`config.mk`:
```
export PLATFORM = sky130hd
export DESIGN_NAME = ppu_spr_dma_flat
export DESIGN_NICKNAME = d
export VERILOG_FILES = /design/src/rtl/ppu_spr_dma_if.sv /design/src/rtl/ppu_spr_dma.sv /design/src/flat_wrapper.sv
export SDC_FILE = /design/constraint.sdc
export NUM_CORES = 1
export LEC_CHECK = 0
export ABC_AREA = 1
export CAP_MARGIN = 20
export CORE_MARGIN = 4
export CORE_UTILIZATION = 30
export DETAILED_ROUTE_END_ITERATION = 16
export GPL_TIMING_DRIVEN = 0
export PLACE_DENSITY_LB_ADDON = 0.15
export SETUP_SLACK_MARGIN = 0.3
export SYNTH_ARGS = -nofsm -noshare
export SYNTH_HDL_FRONTEND = slang
export SYNTH_SLANG_ARGS = --single-unit
```
`constraint.sdc`:
```
create_clock -name clk_in -period 3.7 [get_ports clk_in]
set_input_delay 0.37 -clock clk_in [delete_from_list [all_inputs] [get_ports clk_in]]
set_output_delay 0.37 -clock clk_in [all_outputs]
set_load 0.01 [all_outputs]
```
`src/rtl/ppu_spr_dma_if.sv`:
```
// CPU memory bus seen by the sprite DMA: the CPU core's trigger-side signals in,
// the DMA's own bus drive out.
interface ppu_spr_dma_if;
  logic        cyc_en_in;
  logic [15:0] cpumc_a_in;
  logic        cpumc_r_nw_in;
  logic [7:0]  cpumc_din_in;
  logic        active_out;
  logic [15:0] cpumc_a_out;
  logic        cpumc_r_nw_out;
  logic [7:0]  cpumc_d_out;

  modport master (
    input  cyc_en_in, cpumc_a_in, cpumc_r_nw_in, cpumc_din_in,
    output active_out, cpumc_a_out, cpumc_r_nw_out, cpumc_d_out
  );

  modport slave (
    output cyc_en_in, cpumc_a_in, cpumc_r_nw_in, cpumc_din_in,
    input  active_out, cpumc_a_out, cpumc_r_nw_out, cpumc_d_out
  );
endinterface

```
`src/rtl/ppu_spr_dma.sv`:
```
// Sprite DMA: a write to TRIGGER_ADDR copies 256 bytes of the written page to DEST_ADDR,
// alternating a read and a write per byte while holding the CPU off the bus.
module ppu_spr_dma #(
  parameter logic [15:0] TRIGGER_ADDR = 16'h4014,
  parameter logic [15:0] DEST_ADDR    = 16'h2004
) (
  input logic           clk_in,
  input logic           rst_in,
  ppu_spr_dma_if.master bus
);

  typedef enum logic [1:0] {StIdle, StAlign, StRead, StWrite} state_e;

  state_e      state_q;
  logic [7:0]  page_q;
  logic [7:0]  idx_q;
  logic [7:0]  data_q;
  logic        active_q;
  logic [15:0] addr_q;
  logic        r_nw_q;
  logic [7:0]  dout_q;

  // Bus outputs are loaded together with the state they belong to, so they come
  // straight from flops and never see the inputs combinationally.
  always_ff @(posedge clk_in or posedge rst_in) begin
    if (rst_in) begin
      state_q  <= StIdle;
      page_q   <= 8'h00;
      idx_q    <= 8'h00;
      data_q   <= 8'h00;
      active_q <= 1'b0;
      addr_q   <= 16'h0000;
      r_nw_q   <= 1'b1;
      dout_q   <= 8'h00;
    end else if (bus.cyc_en_in) begin
      unique case (state_q)
        StIdle: begin
          if (bus.cpumc_a_in == TRIGGER_ADDR && !bus.cpumc_r_nw_in) begin
            state_q  <= StAlign;
            page_q   <= bus.cpumc_din_in;
            idx_q    <= 8'h00;
            active_q <= 1'b1;
            addr_q   <= 16'h0000;
            r_nw_q   <= 1'b1;
            dout_q   <= 8'h00;
          end
        end
        StAlign: begin
          state_q <= StRead;
          addr_q  <= {page_q, idx_q};
          r_nw_q  <= 1'b1;
          dout_q  <= 8'h00;
        end
        StRead: begin
          state_q <= StWrite;
          data_q  <= bus.cpumc_din_in;
          addr_q  <= DEST_ADDR;
          r_nw_q  <= 1'b0;
          dout_q  <= bus.cpumc_din_in;
        end
        StWrite: begin
          if (idx_q == 8'hFF) begin
            state_q  <= StIdle;
            idx_q    <= 8'h00;
            active_q <= 1'b0;
            addr_q   <= 16'h0000;
            r_nw_q   <= 1'b1;
            dout_q   <= 8'h00;
          end else begin
            state_q <= StRead;
            idx_q   <= idx_q + 8'd1;
            addr_q  <= {page_q, idx_q + 8'd1};
            r_nw_q  <= 1'b1;
            dout_q  <= 8'h00;
          end
        end
      endcase
    end
  end

  assign bus.active_out     = active_q;
  assign bus.cpumc_a_out    = addr_q;
  assign bus.cpumc_r_nw_out = r_nw_q;
  assign bus.cpumc_d_out    = dout_q;

endmodule

```
`src/flat_wrapper.sv`:
```
// flat-port wrapper written by rule: the top's interface ports become plain ports
module ppu_spr_dma_flat 
#(
  parameter logic [15:0] TRIGGER_ADDR = 16'h4014,
  parameter logic [15:0] DEST_ADDR    = 16'h2004
)
  (clk_in, rst_in, bus_cyc_en_in, bus_cpumc_a_in, bus_cpumc_r_nw_in, bus_cpumc_din_in, bus_active_out, bus_cpumc_a_out, bus_cpumc_r_nw_out, bus_cpumc_d_out);
  ppu_spr_dma_if bus_i ();
  input logic clk_in;
  input logic rst_in;
  input wire logic [$bits(bus_i.cyc_en_in)-1:0] bus_cyc_en_in;
  input wire logic [$bits(bus_i.cpumc_a_in)-1:0] bus_cpumc_a_in;
  input wire logic [$bits(bus_i.cpumc_r_nw_in)-1:0] bus_cpumc_r_nw_in;
  input wire logic [$bits(bus_i.cpumc_din_in)-1:0] bus_cpumc_din_in;
  output wire logic [$bits(bus_i.active_out)-1:0] bus_active_out;
  output wire logic [$bits(bus_i.cpumc_a_out)-1:0] bus_cpumc_a_out;
  output wire logic [$bits(bus_i.cpumc_r_nw_out)-1:0] bus_cpumc_r_nw_out;
  output wire logic [$bits(bus_i.cpumc_d_out)-1:0] bus_cpumc_d_out;
  assign bus_i.cyc_en_in = bus_cyc_en_in;
  assign bus_i.cpumc_a_in = bus_cpumc_a_in;
  assign bus_i.cpumc_r_nw_in = bus_cpumc_r_nw_in;
  assign bus_i.cpumc_din_in = bus_cpumc_din_in;
  assign bus_active_out = bus_i.active_out;
  assign bus_cpumc_a_out = bus_i.cpumc_a_out;
  assign bus_cpumc_r_nw_out = bus_i.cpumc_r_nw_out;
  assign bus_cpumc_d_out = bus_i.cpumc_d_out;
  ppu_spr_dma #(.TRIGGER_ADDR(TRIGGER_ADDR), .DEST_ADDR(DEST_ADDR)) u_core (.clk_in(clk_in), .rst_in(rst_in), .bus(bus_i));
endmodule
```
==> results of run 1 <==
-- worst max-delay path by stage --
stage	endpoint	depth (start not counted)	slack [ps]
floorplan	u_core.bus.active_out$_DFFE_PP0P_	1	2300
global placement	u_core.bus.cpumc_d_out[6]$_DFFE_PP0P_	2	1320
detailed placement	u_core.idx_q[7]$_DFFE_PP0P_	7	1760
CTS	bus_cpumc_r_nw_out	1	1950
global route	u_core.idx_q[7]$_DFFE_PP0P_	10	1840
finish	bus_cpumc_r_nw_out	1	1960
-- final cells by class --
type                       instances  area [sq um]
fill                             773          4212
sequential                        44          1102
multi-input combinational        199         922.1
timing repair buffer              54         550.5
tap                               99         123.9
inverter                          32         122.6
clock buffer                       5         68.82
buffer                             7         66.31
clock inverter                     3         46.29
-- per-layer routing --
| layer | vias to the layer above | GRT usage, % |
|---|---|---|
| met5 | - | 0 |
| li1 | 999 | - |
| met2 | 41 | 20.11 |
| met4 | 0 | 3.610 |
| met3 | 6 | 2.885 |
| met1 | 859 | 17.85 |
-- cell families (layout without fill, tap and decap cells) --
logic type	after synthesis	count (layout)	share of synthesized area, %
compound gates	20	20	4.522
buf+inv	39	101	8.536
fa+ha+maj	1	1	0.5652
xor+xnor	1	1	0.3958
flops	44	44	49.80
simple gates	177	177	36.18
-- power groups by stage --
stage / Clock (mW) / Sequential, mW / Combinational (mW)
global placement: 0 / 0.567 / 0.240
CTS: 0.393 / 0.559 / 0.243
global route: 0.412 / 0.567 / 0.268
finish: 0.381 / 0.558 / 0.240
detailed placement: 0 / 0.568 / 0.243
floorplan: 0 / 0.573 / 0.117
-- cells in the final DEF (no fill, tap or decap), types with 4 or more instances in the layout --
cell,count
nand2_2,12
o21ai_1,8
nor2_2,4
nand2_1,106
o21ai_0,11
nand3_1,32
inv_1,29
clkbuf_8,5
dfrtp_1,43
clkdlybuf4s50_1,53
nor2_1,15
buf_6,5
-- state kept, by name (all words and copies together), names as in the netlist --
| register | flops |
|---|---|
| u_core.bus.cpumc_d_out | 8 |
| u_core.bus.cpumc_a_out | 16 |
| u_core.page_q | 8 |
| u_core.idx_q | 8 |
| u_core.bus.active_out | 1 |
| u_core.bus.cpumc_r_nw_out | 1 |
| u_core.state_q | 2 |
==> impl_metrics.tcl, run 1 <==
set metrics [dict create \
    synth_top_area_share_pct 48.62 \
    drtPass1Iterations 4 \
    run_status "finished clean" \
    critPathSlowestCell "dfstp_2" \
    start_kind "flip-flop" \
    grt_pass1_wl_mm 9.011 \
    combPwrFrac_pct 20.4 \
    wl_met3_um 231 \
    finalMaxSlewViolations 0 \
    final_cells 443 \
    m1WireLength_mm 2.604 \
    synth_area_sq_mm 0.002213 \
    crit_path_max_incr_delay_ps 540 \
    grtUsageTotal_pct 12.86 \
    netlist_top_cells_count "106 x nand2_1, 43 x dfrtp_1, 32 x nand3_1" \
    start_util_pct 30.68 \
    dp_cells 435 \
    internal-power_uw 844.8 \
    cts_buffers 5 \
    finalHoldWorstSlack_ps 324.8 \
    switching_share_pct 28.35 \
    clockBufferDepth 2 \
    regToRegSetupSlack_ps 2030 \
    grt_pass1_vias 1885 \
    dr.first_iter.drc_count 49 \
    coreArea_sq_mm 0.007214 \
    postCtsSetupBuffers 0 \
    routed_wl_mm 5.161 \
    yosysWarnings 0 \
    skew_ps 7.957 \
    fin_ws_ps 1965 \
    synth_edf_count 0 \
    cts_tree "done" \
    antenna-diode-count 0 \
    slew_headroom_pct 74.23 \
    finalCritPeriodShare_pct 46.90 \
    synthTopCellsByArea "dfrtp_1 49%, nand2_1 18%, nand3_1 7.2%, inv_1 5.1%, nand2_2 3.4%" \
    synthesis.instances 282 \
    die_w_um 93.90 \
    fin_util_pct 41.62 \
    rr_startpoint "u_core.idx_q[0]$_DFFE_PP0P_" \
    maxUsedRoutingLayer "met4" \
    yosysSeqAreaShare_pct 49.80 \
    p_per_area_mw_per_mm2 392.6 \
    fmax_mhz 576.3 \
    synth-async-reset-ratio_pct 100.0 \
    placed_cell_area_sq_mm 0.002888 \
    final_area_sq_mm 0.003003 \
    fin_setup_tns_ps 0 \
    path_max_fanout 2 \
    syn_area_per_cell_sq_um 7.849 \
    critPathBufInv 1 \
    synth_top_cell_by_area "dfrtp_1" \
    dp_slack_ps 1759 \
    clockRootBuffer "clkbuf_8" \
    cap_violations 0 \
    p_sw_uw 334.3 \
    ir_worst_vdd_mv 0.1875 \
    postCtsResizedCells 0 \
    antenna_found_initial 0 \
    vias_per_cell 4.300 \
    dr_wl_met2_mm 2.256 \
    hold_viol_final 0 \
    crit_required_ps 3330 \
    place_congestion 0.7873 \
    area_delta_synth_final_pct 35.67 \
    crit_family "flip-flops" \
    wl_per_cell_um 11.65 \
    num_rows 31 \
    boundaryPins 54 \
    cp.arrival_ps 1370 \
    power_mw 1.179 \
    final_nets 372 \
    worstMarginPinSlew_ps 386.1 \
    drive_gt1_share_pct 12.50 \
    die_h_um 93.90 \
    syn_nets 311 \
    end_kind "output port" \
    vias 1905 \
    ys_seq_elements 44 \
    antenna_left 0 \
    hpwl_mm 3.951 \
    rr_worst_depth 8 \
    ctsHtreeMaxLevel 2 \
    yosysMostFrequentCell "nand2_1" \
    synth_cell_type_count 24 \
    crit_chain "clkdlybuf4s50_1" \
    clk_latency_ps 300 \
    synth_flop_cell "dfrtp_1" \
    critPathLaunch "u_core.bus.cpumc_r_nw_out$_DFFE_PP1P_" \
    die_area_sq_mm 0.008816 \
    rsz0062_at_grt "false" \
    grt_max_degree 35 \
    setup_viol 0 \
    fin_crit_ps 1735 \
    r2r-end "u_core.bus.cpumc_a_out[5]$_DFFE_PP0P_" \
    power.share.clock_pct 32.3 \
    p_leak_nw 1.517 \
    power_frac_seq_pct 47.3 \
    cts.clk_slew.worst_paths_ps 90 \
    numPortBuffers 53 \
    route.detailed.drc 0 \
    cts.sinks 44 \
    hp-class "input port to asynchronous set/reset pin" \
    hold_buffers 0 \
    crit_type "flip-flop to output port" \
    gr-total-overflow 0 \
]
No activity file was read; power rests on OpenSTA's default activity.
==> inputs of run 2 (changes only) <==
clock period = 1.45 ns   (was 3.7 ns; I/O delays follow)
==> impl_metrics.tcl, run 2 (synthesized netlist as in run 1, its figures left out) <==
set metrics [dict create \
    run_status "finished clean" \
    end_kind "flip-flop" \
    skew_ps 7.296 \
    cts.clk_slew.worst_paths_ps 80 \
    place_congestion 0.7948 \
    rsz0062_at_grt "true" \
    antenna-diode-count 0 \
    setup_viol 0 \
    worstMarginPinSlew_ps 959.9 \
    fin_setup_tns_ps 0 \
    p_leak_nw 1.950 \
    crit_required_ps 1650 \
    coreArea_sq_mm 0.007214 \
    grt_pass1_vias 2147 \
    clockRootBuffer "clkbuf_8" \
    grt_max_degree 45 \
    dp_slack_ps -287.9 \
    cts.sinks 44 \
    fmax_mhz 741.0 \
    grt_pass1_wl_mm 10.39 \
    rr_worst_depth 10 \
    start_util_pct 30.68 \
    ir_worst_vdd_mv 0.3948 \
    fin_ws_ps 100.4 \
    fin_util_pct 51.58 \
    hold_viol_final 0 \
    final_cell_mix "83 x nand2_1, 38 x dfrtp_1, 33 x dlygate4sd2_1, 27 x nand2_2, 27 x buf_4" \
    drive_gt1_share_pct 39.43 \
    power_mw 3.155 \
    routed_wl_mm 6.487 \
    clk_latency_ps 300 \
    regToRegSetupSlack_ps 100 \
    start_kind "flip-flop" \
    fin_crit_ps 1350 \
    vias 2217 \
    wl_per_cell_um 13.32 \
    antenna_found_initial 0 \
    path_max_fanout 8 \
    antenna_left 0 \
    slew_headroom_pct 35.66 \
    cts_buffers 5 \
    drtPass1Iterations 4 \
    dp_cells 434 \
    vias_per_cell 4.552 \
    area_delta_synth_final_pct 68.12 \
    cts_tree "done" \
    clockBufferDepth 2 \
    mostFrequentLayoutCell "nand2_1" \
    hp-class "input port to asynchronous set/reset pin" \
    numPortBuffers 53 \
    boundaryPins 54 \
    die_h_um 93.90 \
    p_per_area_mw_per_mm2 847.9 \
    cap_violations 0 \
    hpwl_mm 3.925 \
    final_nets 416 \
    num_rows 31 \
    gr-total-overflow 0 \
    rr_startpoint "u_core.idx_q[1]$_DFFE_PP0P_" \
    ctsHtreeMaxLevel 2 \
    cp.arrival_ps 1550 \
    dr.first_iter.drc_count 85 \
    final_cells 487 \
    grtUsageTotal_pct 14.89 \
    route.detailed.drc 0 \
    largest_reg_flops 16 \
    die_w_um 93.90 \
    crit_type "flip-flop to flip-flop" \
    r2r-end "u_core.bus.cpumc_a_out[13]$_DFFE_PP0P_" \
    finalCritPeriodShare_pct 93.07 \
    die_area_sq_mm 0.008816 \
    finalMaxSlewViolations 0 \
]
[run 2: per-layer routing]
| metal | wire, um | vias up | track usage (%) |
|---|---|---|---|
| li1 | - | 1097 | - |
| met1 | 2887 | 1050 | 20.97 |
| met2 | 3153 | 59 | 23.71 |
| met3 | 323 | 11 | 1.843 |
| met4 | 123 | 0 | 4.813 |
| met5 | 0 | - | 0 |
[run 2: timing repair]
| item | 4_1_cts | 5_1_grt |
|---|---|---|
| buffers inserted | 27 | 12 |
| hold buffers | 0 | 0 |
| cloned | 5 | 1 |
| gates resized for setup | 136 | 33 |
| pin swaps | 36 | 24 |
| setup endpoints to repair | 70 | 59 |
[run 2: stage by stage]
step / hold slack, ps / instance area, sq um
2_1_floorplan: 148.9 / 2235
3_3_place_gp: 454.5 / 2889
3_5_place_dp: 454.0 / 2889
4_1_cts: 358.9 / 3522
5_1_grt: 355.2 / 3721
6_report: 321.6 / 3721
[run 2: worst max path at each step]
stage | startpoint | to | slack [ps] | depth (start not counted)
after floorplan | u_core.idx_q[0]$_DFFE_PP0P_ | u_core.bus.cpumc_a_out[7]$_DFFE_PP0P_ | 110 | 10
after global placement | bus_cyc_en_in | u_core.idx_q[5]$_DFFE_PP0P_ | -270 | 7
after detailed placement | bus_cyc_en_in | u_core.bus.cpumc_a_out[14]$_DFFE_PP0P_ | -290 | 9
after CTS | u_core.idx_q[0]$_DFFE_PP0P_ | u_core.bus.cpumc_a_out[7]$_DFFE_PP0P_ | 120 | 10
after global routing | u_core.idx_q[1]$_DFFE_PP0P_ | u_core.bus.cpumc_a_out[13]$_DFFE_PP0P_ | 20 | 10
final | u_core.idx_q[1]$_DFFE_PP0P_ | u_core.bus.cpumc_a_out[13]$_DFFE_PP0P_ | 100 | 10
[run 2: worst max-delay path, cell delays in order, from the launching register on]
cell	delay [ps]
dfrtp_1	400
ha_4	170
nand2_4	70
nor2_4	140
nand2_4	90
nand2_8	100
nand2_8	80
nand2_1	60
nand2_1	40
nand2_1	50
nand2_1	50
[run 2: cell type report]
class | instances | area, sq um
multi-input cells | 200 | 1286
flip-flops and latches | 44 | 1109
plain buffers | 7 | 86.33
repair buffers | 96 | 895.9
well taps | 99 | 123.9
repair inverters | 1 | 5.005
clock inverters | 1 | 5.005
clock buffers | 7 | 76.32
inverters | 32 | 133.9
fillers | 707 | 3493
[run 2: power breakdown]
| part | switching (mW) | total [mW] | internal, mW |
|---|---|---|---|
| clock | 0.404 | 0.743 | 0.339 |
| combinational | 0.485 | 0.978 | 0.493 |
| sequential | 0.0968 | 1.43 | 1.34 |
